$ cat src/rtl/net_pkg.sv
// Shared constants, header layout and state encoding for the UDP transmit framer.
// The one's-complement fold helper is shared by anything computing IPv4 header checksums.
package net_pkg;

   localparam logic [15:0] ETH_TYPE_IPV4   = 16'h0800;
   localparam logic [7:0]  IP_PROTO_UDP    = 8'h11;
   localparam int          HDR_LEN         = 42;
   localparam logic [15:0] UDP_MAX_PAYLOAD = 16'd1472;
   localparam logic [47:0] BCAST_MAC       = 48'hFFFF_FFFF_FFFF;
   localparam logic [31:0] BCAST_IP        = 32'hFFFF_FFFF;

   typedef enum logic [2:0] {
      IDLE,
      ARP_REQ,
      ARP_WAIT,
      CSUM,
      HEADER,
      PAYLOAD,
      PAD,
      DROP
   } udp_tx_state_t;

   // Field order is wire order: the first byte on the wire is the top byte of the struct.
   typedef struct packed {
      logic [47:0] dst_mac;
      logic [47:0] src_mac;
      logic [15:0] eth_type;
      logic [7:0]  ver_ihl;
      logic [7:0]  tos;
      logic [15:0] total_len;
      logic [15:0] id;
      logic [15:0] flags_frag;
      logic [7:0]  ttl;
      logic [7:0]  proto;
      logic [15:0] hdr_csum;
      logic [31:0] src_ip;
      logic [31:0] dst_ip;
      logic [15:0] src_port;
      logic [15:0] dst_port;
      logic [15:0] udp_len;
      logic [15:0] udp_csum;
   } hdr_t;

   function automatic logic [15:0] csum_fold(input logic [19:0] sum);
      logic [16:0] f1;
      logic [16:0] f2;
      f1 = {1'b0, sum[15:0]} + {13'd0, sum[19:16]};
      f2 = {1'b0, f1[15:0]} + {16'd0, f1[16]};
      return f2[15:0];
   endfunction

endpackage

$ cat src/rtl/ip_hdr_csum.sv
// IPv4 header checksum, two cycles: start registers the raw 20-bit sum, and the next
// cycle presents the folded, inverted checksum together with done. No backpressure.
module ip_hdr_csum
   import net_pkg::*;
(
   input  logic        clk,
   input  logic        rst,
   input  logic        start,
   input  logic [15:0] total_len,
   input  logic [15:0] id,
   input  logic [7:0]  ttl,
   input  logic [31:0] src_ip,
   input  logic [31:0] dst_ip,
   output logic [15:0] csum,
   output logic        done
);

   logic [19:0] sum_c;
   logic [19:0] sum_q;
   logic        done_q;

   // Checksum field counts as zero, so only nine words contribute.
   assign sum_c = 20'h04500 + {4'h0, total_len} + {4'h0, id} + 20'h04000
                + {4'h0, ttl, IP_PROTO_UDP}
                + {4'h0, src_ip[31:16]} + {4'h0, src_ip[15:0]}
                + {4'h0, dst_ip[31:16]} + {4'h0, dst_ip[15:0]};

   always_ff @(posedge clk or posedge rst) begin
      if (rst) begin
         sum_q  <= '0;
         done_q <= 1'b0;
      end else begin
         done_q <= start;
         if (start) sum_q <= sum_c;
      end
   end

   assign csum = ~csum_fold(sum_q);
   assign done = done_q;

endmodule

$ cat src/rtl/udp_tx.sv
// UDP transmit framer: ARP lookup, then a 42-byte Eth/IPv4/UDP header and the payload (pad or trim to len).
// Payload passes through with zero latency; stalls follow net_tready_in. UDP_BCAST_EN: broadcast IP skips ARP.
module udp_tx
   import net_pkg::*;
#(
   parameter logic [31:0] LOCAL_IP   = 32'hC0A8_006E,
   parameter logic [47:0] LOCAL_MAC  = 48'hABCD_1234_5678,
   parameter logic [15:0] LOCAL_PORT = 16'd8080,
   parameter logic [7:0]  IP_TTL     = 8'd64
) (
   input  logic        logic_clk,
   input  logic        logic_rst,
   input  logic [31:0] udp_treq_ip_in,
   input  logic [15:0] udp_treq_port_in,
   input  logic [15:0] udp_treq_len_in,
   input  logic        udp_treq_valid_in,
   output logic        udp_treq_ready_out,
   input  logic [7:0]  udp_tdata_in,
   input  logic        udp_tvalid_in,
   output logic        udp_tready_out,
   input  logic        udp_tlast_in,
   output logic [31:0] arp_query_ip_out,
   output logic        arp_query_valid_out,
   input  logic        arp_query_ready_in,
   input  logic [47:0] arp_response_mac_in,
   input  logic        arp_response_valid_in,
   output logic        arp_response_ready_out,
   input  logic        arp_response_err_in,
   output logic [7:0]  net_tdata_out,
   output logic        net_tvalid_out,
   input  logic        net_tready_in,
   output logic        net_tlast_out,
   output logic        udp_terr_out
);

   udp_tx_state_t state_q, state_d;

   logic [31:0] ip_q;
   logic [15:0] port_q;
   logic [15:0] len_q;
   logic [47:0] mac_q;
   logic [15:0] id_q;
   logic [15:0] csum_q;
   logic [5:0]  hdr_cnt_q;
   logic [15:0] pay_cnt_q;
   logic        terr_q;
   logic        armed_q;

   logic        req_take, mac_take, csum_take, hdr_adv, pay_adv, frame_done, terr_set;
   logic        csum_start, csum_done;
   logic [15:0] csum;
   logic [15:0] total_len, udp_len;
   logic        len_bad, pay_last;
   hdr_t        hdr;
   logic [HDR_LEN-1:0][7:0] hdr_bytes;

   assign total_len = len_q + 16'd28;
   assign udp_len   = len_q + 16'd8;
   assign len_bad   = (udp_treq_len_in == 16'd0) || (udp_treq_len_in > UDP_MAX_PAYLOAD);
   assign pay_last  = (pay_cnt_q == len_q - 16'd1);

   ip_hdr_csum u_csum (
      .clk       (logic_clk),
      .rst       (logic_rst),
      .start     (csum_start),
      .total_len (total_len),
      .id        (id_q),
      .ttl       (IP_TTL),
      .src_ip    (LOCAL_IP),
      .dst_ip    (ip_q),
      .csum      (csum),
      .done      (csum_done)
   );

   always_comb begin
      hdr            = '0;
      hdr.dst_mac    = mac_q;
      hdr.src_mac    = LOCAL_MAC;
      hdr.eth_type   = ETH_TYPE_IPV4;
      hdr.ver_ihl    = 8'h45;
      hdr.tos        = 8'h00;
      hdr.total_len  = total_len;
      hdr.id         = id_q;
      hdr.flags_frag = 16'h4000;
      hdr.ttl        = IP_TTL;
      hdr.proto      = IP_PROTO_UDP;
      hdr.hdr_csum   = csum_q;
      hdr.src_ip     = LOCAL_IP;
      hdr.dst_ip     = ip_q;
      hdr.src_port   = LOCAL_PORT;
      hdr.dst_port   = port_q;
      hdr.udp_len    = udp_len;
      hdr.udp_csum   = 16'h0000;
   end

   assign hdr_bytes        = hdr;
   assign arp_query_ip_out = ip_q;
   assign udp_terr_out     = terr_q;

   always_ff @(posedge logic_clk or posedge logic_rst) begin
      if (logic_rst) state_q <= IDLE;
      else           state_q <= state_d;
   end

   always_comb begin
      state_d                = state_q;
      udp_treq_ready_out     = 1'b0;
      udp_tready_out         = 1'b0;
      arp_query_valid_out    = 1'b0;
      arp_response_ready_out = 1'b0;
      net_tdata_out          = 8'h00;
      net_tvalid_out         = 1'b0;
      net_tlast_out          = 1'b0;
      req_take               = 1'b0;
      mac_take               = 1'b0;
      csum_take              = 1'b0;
      csum_start             = 1'b0;
      hdr_adv                = 1'b0;
      pay_adv                = 1'b0;
      frame_done             = 1'b0;
      terr_set               = 1'b0;
      case (state_q)
         IDLE: begin
            // armed_q keeps the request port closed while reset is (or was just) asserted.
            udp_treq_ready_out = armed_q;
            if (udp_treq_valid_in && armed_q) begin
               req_take = 1'b1;
               if (len_bad) begin
                  state_d  = DROP;
                  terr_set = 1'b1;
               end
`ifdef UDP_BCAST_EN
               else if (udp_treq_ip_in == BCAST_IP) state_d = CSUM;
`endif
               else state_d = ARP_REQ;
            end
         end
         ARP_REQ: begin
            arp_query_valid_out = 1'b1;
            if (arp_query_ready_in) state_d = ARP_WAIT;
         end
         ARP_WAIT: begin
            arp_response_ready_out = 1'b1;
            if (arp_response_valid_in) begin
               if (arp_response_err_in) begin
                  state_d  = DROP;
                  terr_set = 1'b1;
               end else begin
                  mac_take = 1'b1;
                  state_d  = CSUM;
               end
            end
         end
         CSUM: begin
            csum_start = !csum_done;
            if (csum_done) begin
               csum_take = 1'b1;
               state_d   = HEADER;
            end
         end
         HEADER: begin
            net_tvalid_out = 1'b1;
            net_tdata_out  = hdr_bytes[6'(HDR_LEN - 1) - hdr_cnt_q];
            if (net_tready_in) begin
               hdr_adv = 1'b1;
               if (hdr_cnt_q == 6'(HDR_LEN - 1)) state_d = PAYLOAD;
            end
         end
         PAYLOAD: begin
            net_tvalid_out = udp_tvalid_in;
            net_tdata_out  = udp_tdata_in;
            net_tlast_out  = pay_last;
            udp_tready_out = net_tready_in;
            if (udp_tvalid_in && net_tready_in) begin
               pay_adv = 1'b1;
               if (pay_last) begin
                  frame_done = 1'b1;
                  state_d    = udp_tlast_in ? IDLE : DROP;
               end else if (udp_tlast_in) begin
                  state_d = PAD;
               end
            end
         end
         PAD: begin
            net_tvalid_out = 1'b1;
            net_tlast_out  = pay_last;
            if (net_tready_in) begin
               pay_adv = 1'b1;
               if (pay_last) begin
                  frame_done = 1'b1;
                  state_d    = IDLE;
               end
            end
         end
         DROP: begin
            udp_tready_out = 1'b1;
            if (udp_tvalid_in && udp_tlast_in) state_d = IDLE;
         end
         default: state_d = IDLE;
      endcase
   end

   always_ff @(posedge logic_clk or posedge logic_rst) begin
      if (logic_rst) begin
         ip_q      <= '0;
         port_q    <= '0;
         len_q     <= '0;
         mac_q     <= '0;
         id_q      <= '0;
         csum_q    <= '0;
         hdr_cnt_q <= '0;
         pay_cnt_q <= '0;
         terr_q    <= 1'b0;
         armed_q   <= 1'b0;
      end else begin
         armed_q <= 1'b1;
         terr_q  <= terr_set;
         // Broadcast MAC is the default; an ARP answer overwrites it.
         if (req_take) begin
            ip_q      <= udp_treq_ip_in;
            port_q    <= udp_treq_port_in;
            len_q     <= udp_treq_len_in;
            mac_q     <= BCAST_MAC;
            hdr_cnt_q <= '0;
            pay_cnt_q <= '0;
         end
         if (mac_take)   mac_q     <= arp_response_mac_in;
         if (csum_take)  csum_q    <= csum;
         if (hdr_adv)    hdr_cnt_q <= hdr_cnt_q + 6'd1;
         if (pay_adv)    pay_cnt_q <= pay_cnt_q + 16'd1;
         if (frame_done) id_q      <= id_q + 16'd1;
      end
   end

endmodule
$ cat config.mk
export PLATFORM = sky130hd
export DESIGN_NAME = udp_tx
export DESIGN_NICKNAME = d
export VERILOG_FILES = /design/src/rtl/net_pkg.sv /design/src/rtl/ip_hdr_csum.sv /design/src/rtl/udp_tx.sv
export SDC_FILE = /design/constraint.sdc
export NUM_CORES = 1
export LEC_CHECK = 0
export ABC_AREA = 1
export ABC_CLOCK_PERIOD_IN_PS = 7700
export CAP_MARGIN = 20
export CORE_AREA = 2 2 204 166
export DETAILED_ROUTE_END_ITERATION = 10
export DIE_AREA = 0 0 206 168
export PLACE_DENSITY = 0.67
export SLEW_MARGIN = 10
export SYNTH_ARGS = -nofsm -noshare
export SYNTH_HDL_FRONTEND = slang
export SYNTH_SLANG_ARGS = --single-unit
export TNS_END_PERCENT = 10
$ cat constraint.sdc
create_clock -name logic_clk -period 7.7 [get_ports logic_clk]
set_input_delay 1.925 -clock logic_clk [delete_from_list [all_inputs] [get_ports logic_clk]]
set_output_delay 1.925 -clock logic_clk [all_outputs]
set_load 0.01 [all_outputs]
==> impl_metrics.csv <==
group,metric,value,unit
status,status,"finished clean",
timing,min_period,5.94,ns
floorplan,die_w,206,microns
setup_path,cp-end-kind,"primary output",
placed_design,io_buffers,175,
setup_path,worst-path-buf-inv,3,
floorplan,die_area,34600,sq um
floorplan,rows,60,
setup_path,cpMaxStageDelayCell,"nor2_1",
timing,skew,0.0150,ns
synthesis,seq_area_frac_synth,0.339,
min_path,hold_path.class,"reg2reg",
synthesis,synth_cell_types,62,
setup_path,critPathArrivalTime,4.01,ns
clock_network,htreeDepth,4,
min_path,hold_depth,2,
clock_network,clkTransAtPathRegs,0.08,ns
timing,setup_tns,0,ns
timing,max_freq,0.168,GHz
drt,ant_nets,0,
grt,grt_max_degree,75,
synthesis,synth_edf_count,0,
layout,drive_above_1_share,0.0525,
grt,grt_overflow,0,
clock_network,holdBufCountCts,0,
synthesis,synth_top_area_frac,0.339,
setup_path,worstPathRequired,5.78,ns
drt,dr.pass1.iters,5,
synthesis,ys_seq_elements,192,
grt,grt_pass1_vias,13131,
drt,drt-initial-drc-count,1238,
timing,max_slew.worst_pin.slew,0.950,ns
floorplan,core-area,32900,sq um
setup_path,crit_chain,"clkinv_1, ha_1, nor2_1, inv_1, a21oi_1, o21ai_0, a211oi_1, nand2_1, nand3_1, nand2_1, nand2_1, clkdlybuf4s50_1",
timing,hold_viol,0,
grt,grtUsageTotal,0.275,
drt,routedWlPerCell,18.1,microns
clock_network,clkSinkCount,192,
synthesis,yosysMostFrequentCell,"nand2_1",
job,drv_cap,0,
clock_network,cts_tree,"built",
layout,num-nets-final,2358,
synthesis,yosys-top-cells-count,"521 x nand2_1, 268 x inv_1, 192 x dfrtp_1, 187 x nor2_1, 160 x o21ai_0",
clock_network,cts_resized,0,
timing,slew_headroom,0.366,
clock_network,cts_setup_buffers,0,
timing,fin_crit_sh,0.771,
setup_path,slowest_delay,0.71,ns
placed_design,hpwl,36800,microns
layout,diodes,0,
floorplan,start_util,0.431,
setup_path,crit_top_cell,"nand2_1",
synthesis,syn_nets,2219,
setup_path,rr_worst_depth,24,
placed_design,place_congestion,0.998,
synthesis,yosys-top-cells-area,"dfrtp_1 34%, nand2_1 14%, inv_1 7.1%",
setup_path,cp.depth,12,
drt,vias,13833,
synthesis,synth_area,14200,sq um
synthesis,synth_cells,1999,
drt,drt-total-wl,46700,microns
setup_path,crit_type,"reg2out",
clock_network,cts_buffers,17,
synthesis,synth_area_leader_cell,"dfrtp_1",
grt,antenna_found_initial,0,
floorplan,die_y,168,microns
clock_network,worstSkewPairLatency,0.46,ns
clock_network,cts-root-buf,"clkbuf_16",
synthesis,postSynthAreaPerCell,7.09,sq um
layout,syn2layout_area_growth,18.6,%
setup_path,worst_setup_path_start_kind,"register",
timing,slew_viol_final,0,
grt,grt_pass1_wl,73100,microns
synthesis,synth_top_flop_cell,"dfrtp_1",
floorplan,io_pins,176,
synthesis,async_flop_share,1.00,
drt,avgViaCountPerCell,5.35,
timing,rsz0062_at_grt,"no",
drt,drc_errors,0,
setup_path,critPathMaxFanout,23,
timing,finalSetupViolCount,0,
synthesis,yosys_warnings,0,
clock_network,clockBufferDepth,2,
setup_path,path_delay_family,"simple AND/OR/NAND/NOR gates",
==> logic make-up (layout without fill, tap and decap cells) <==
logic type      count (synthesis)  after routing  synth area share
flops                         192            192             0.339
other cells                     1              1          0.000265
buf+inv                       351            503            0.0990
simple gates                  956            956             0.290
compound gates                349            349             0.136
fa+ha+maj                      91             91            0.0973
xor+xnor                       50             50            0.0320
mux                             9              9           0.00645
==> placed cells by master (no fill, tap or decap), types with 13 or more instances in the layout <==
cell type / count
nand4_1: 25
clkbuf_16: 17
o21ai_0: 160
o21ai_1: 17
fa_1: 32
inv_1: 267
ha_1: 59
nand3_1: 113
nor2_1: 187
nor3_1: 47
a21oi_1: 100
nand2_1: 521
buf_4: 13
nor2_2: 13
dfrtp_1: 191
o22ai_1: 20
clkdlybuf4s50_1: 175
xor2_1: 34
xnor2_1: 14
==> stage by stage <==
stage / area, sq um / setup slack [ns] / util / hold slack [ns] / instances
after detailed placement: 16200 / 2.37 / 0.494 / 0.464 / 2553
after floorplan: 14200 / 0.548 / - / 0.437 / 1999
after global placement: 16200 / 2.41 / 0.494 / 0.460 / 2553
after CTS: 16800 / 1.83 / 0.511 / 0.483 / 2585
after global routing: 16800 / 1.54 / 0.511 / 0.496 / 2585
final: 16800 / 1.76 / 0.511 / 0.485 / 2585
==> worst register-to-register path, cell delays in order, from the launching register on <==
cell,delay (ns)
dfrtp_1,0.56
inv_2,0.14
ha_1,0.27
nand2_1,0.09
nand2_1,0.08
nand3_1,0.21
clkinv_1,0.25
nand3_1,0.12
nand2_1,0.18
ha_1,0.24
inv_1,0.08
nand2_1,0.07
nand2_2,0.12
xor2_1,0.21
fa_1,0.46
fa_1,0.51
inv_1,0.04
ha_1,0.29
ha_1,0.35
a21oi_1,0.19
o21a_1,0.18
nand3_1,0.10
or2_2,0.28
nand3_1,0.07
o21ai_0,0.10
==> registers in the layout (all words and copies together) (netlist names) <==
name and cells:
armed_q 1, arp_query_ip_out 32, csum_q 16, hdr_cnt_q 6, id_q 16, len_q 16
mac_q 48, pay_cnt_q 16, port_q 16, state_q 3, u_csum.done 1, u_csum.sum_q 20
udp_terr_out 1
==> cell type report <==
cell class / count / area (sq um)
tap: 434 / 543
clock buffer: 18 / 429
inverter: 283 / 1070
sequential: 192 / 4810
fill: 3272 / 16100
clock inverter: 14 / 143
multi-input combinational: 1456 / 7970
timing repair buffer: 188 / 1850
==> layer usage <==
metal | track usage | share of wire | up-vias | routed length, microns
met5 | 0 | 0 | - | 0
met1 | 0.408 | 0.47 | 6502 | 22000
met4 | 0.0702 | 0.020 | 0 | 928
met2 | 0.405 | 0.43 | 543 | 20100
met3 | 0.0594 | 0.079 | 66 | 3700
li1 | - | - | 6722 | -
==> path summary, 6_finish.rpt <==
check / startpoint / to / slack [ns]
max in group asynchronous: logic_rst / hdr_cnt_q[0] / 4.44
max reg2reg: len_q[4] / u_csum.sum_q[13] / 2.39
max: hdr_cnt_q[1] / net_tdata_out[1] / 1.76
min: port_q[3] / port_q[3] / 0.48
min reg2reg: port_q[3] / port_q[3] / 0.48
min in group asynchronous: logic_rst / arp_query_ip_out[6] / 1.87
Power is left out: the tool's default activity adds up to more than one toggle a clock period on the data nets, which glitch-free logic cannot reach.
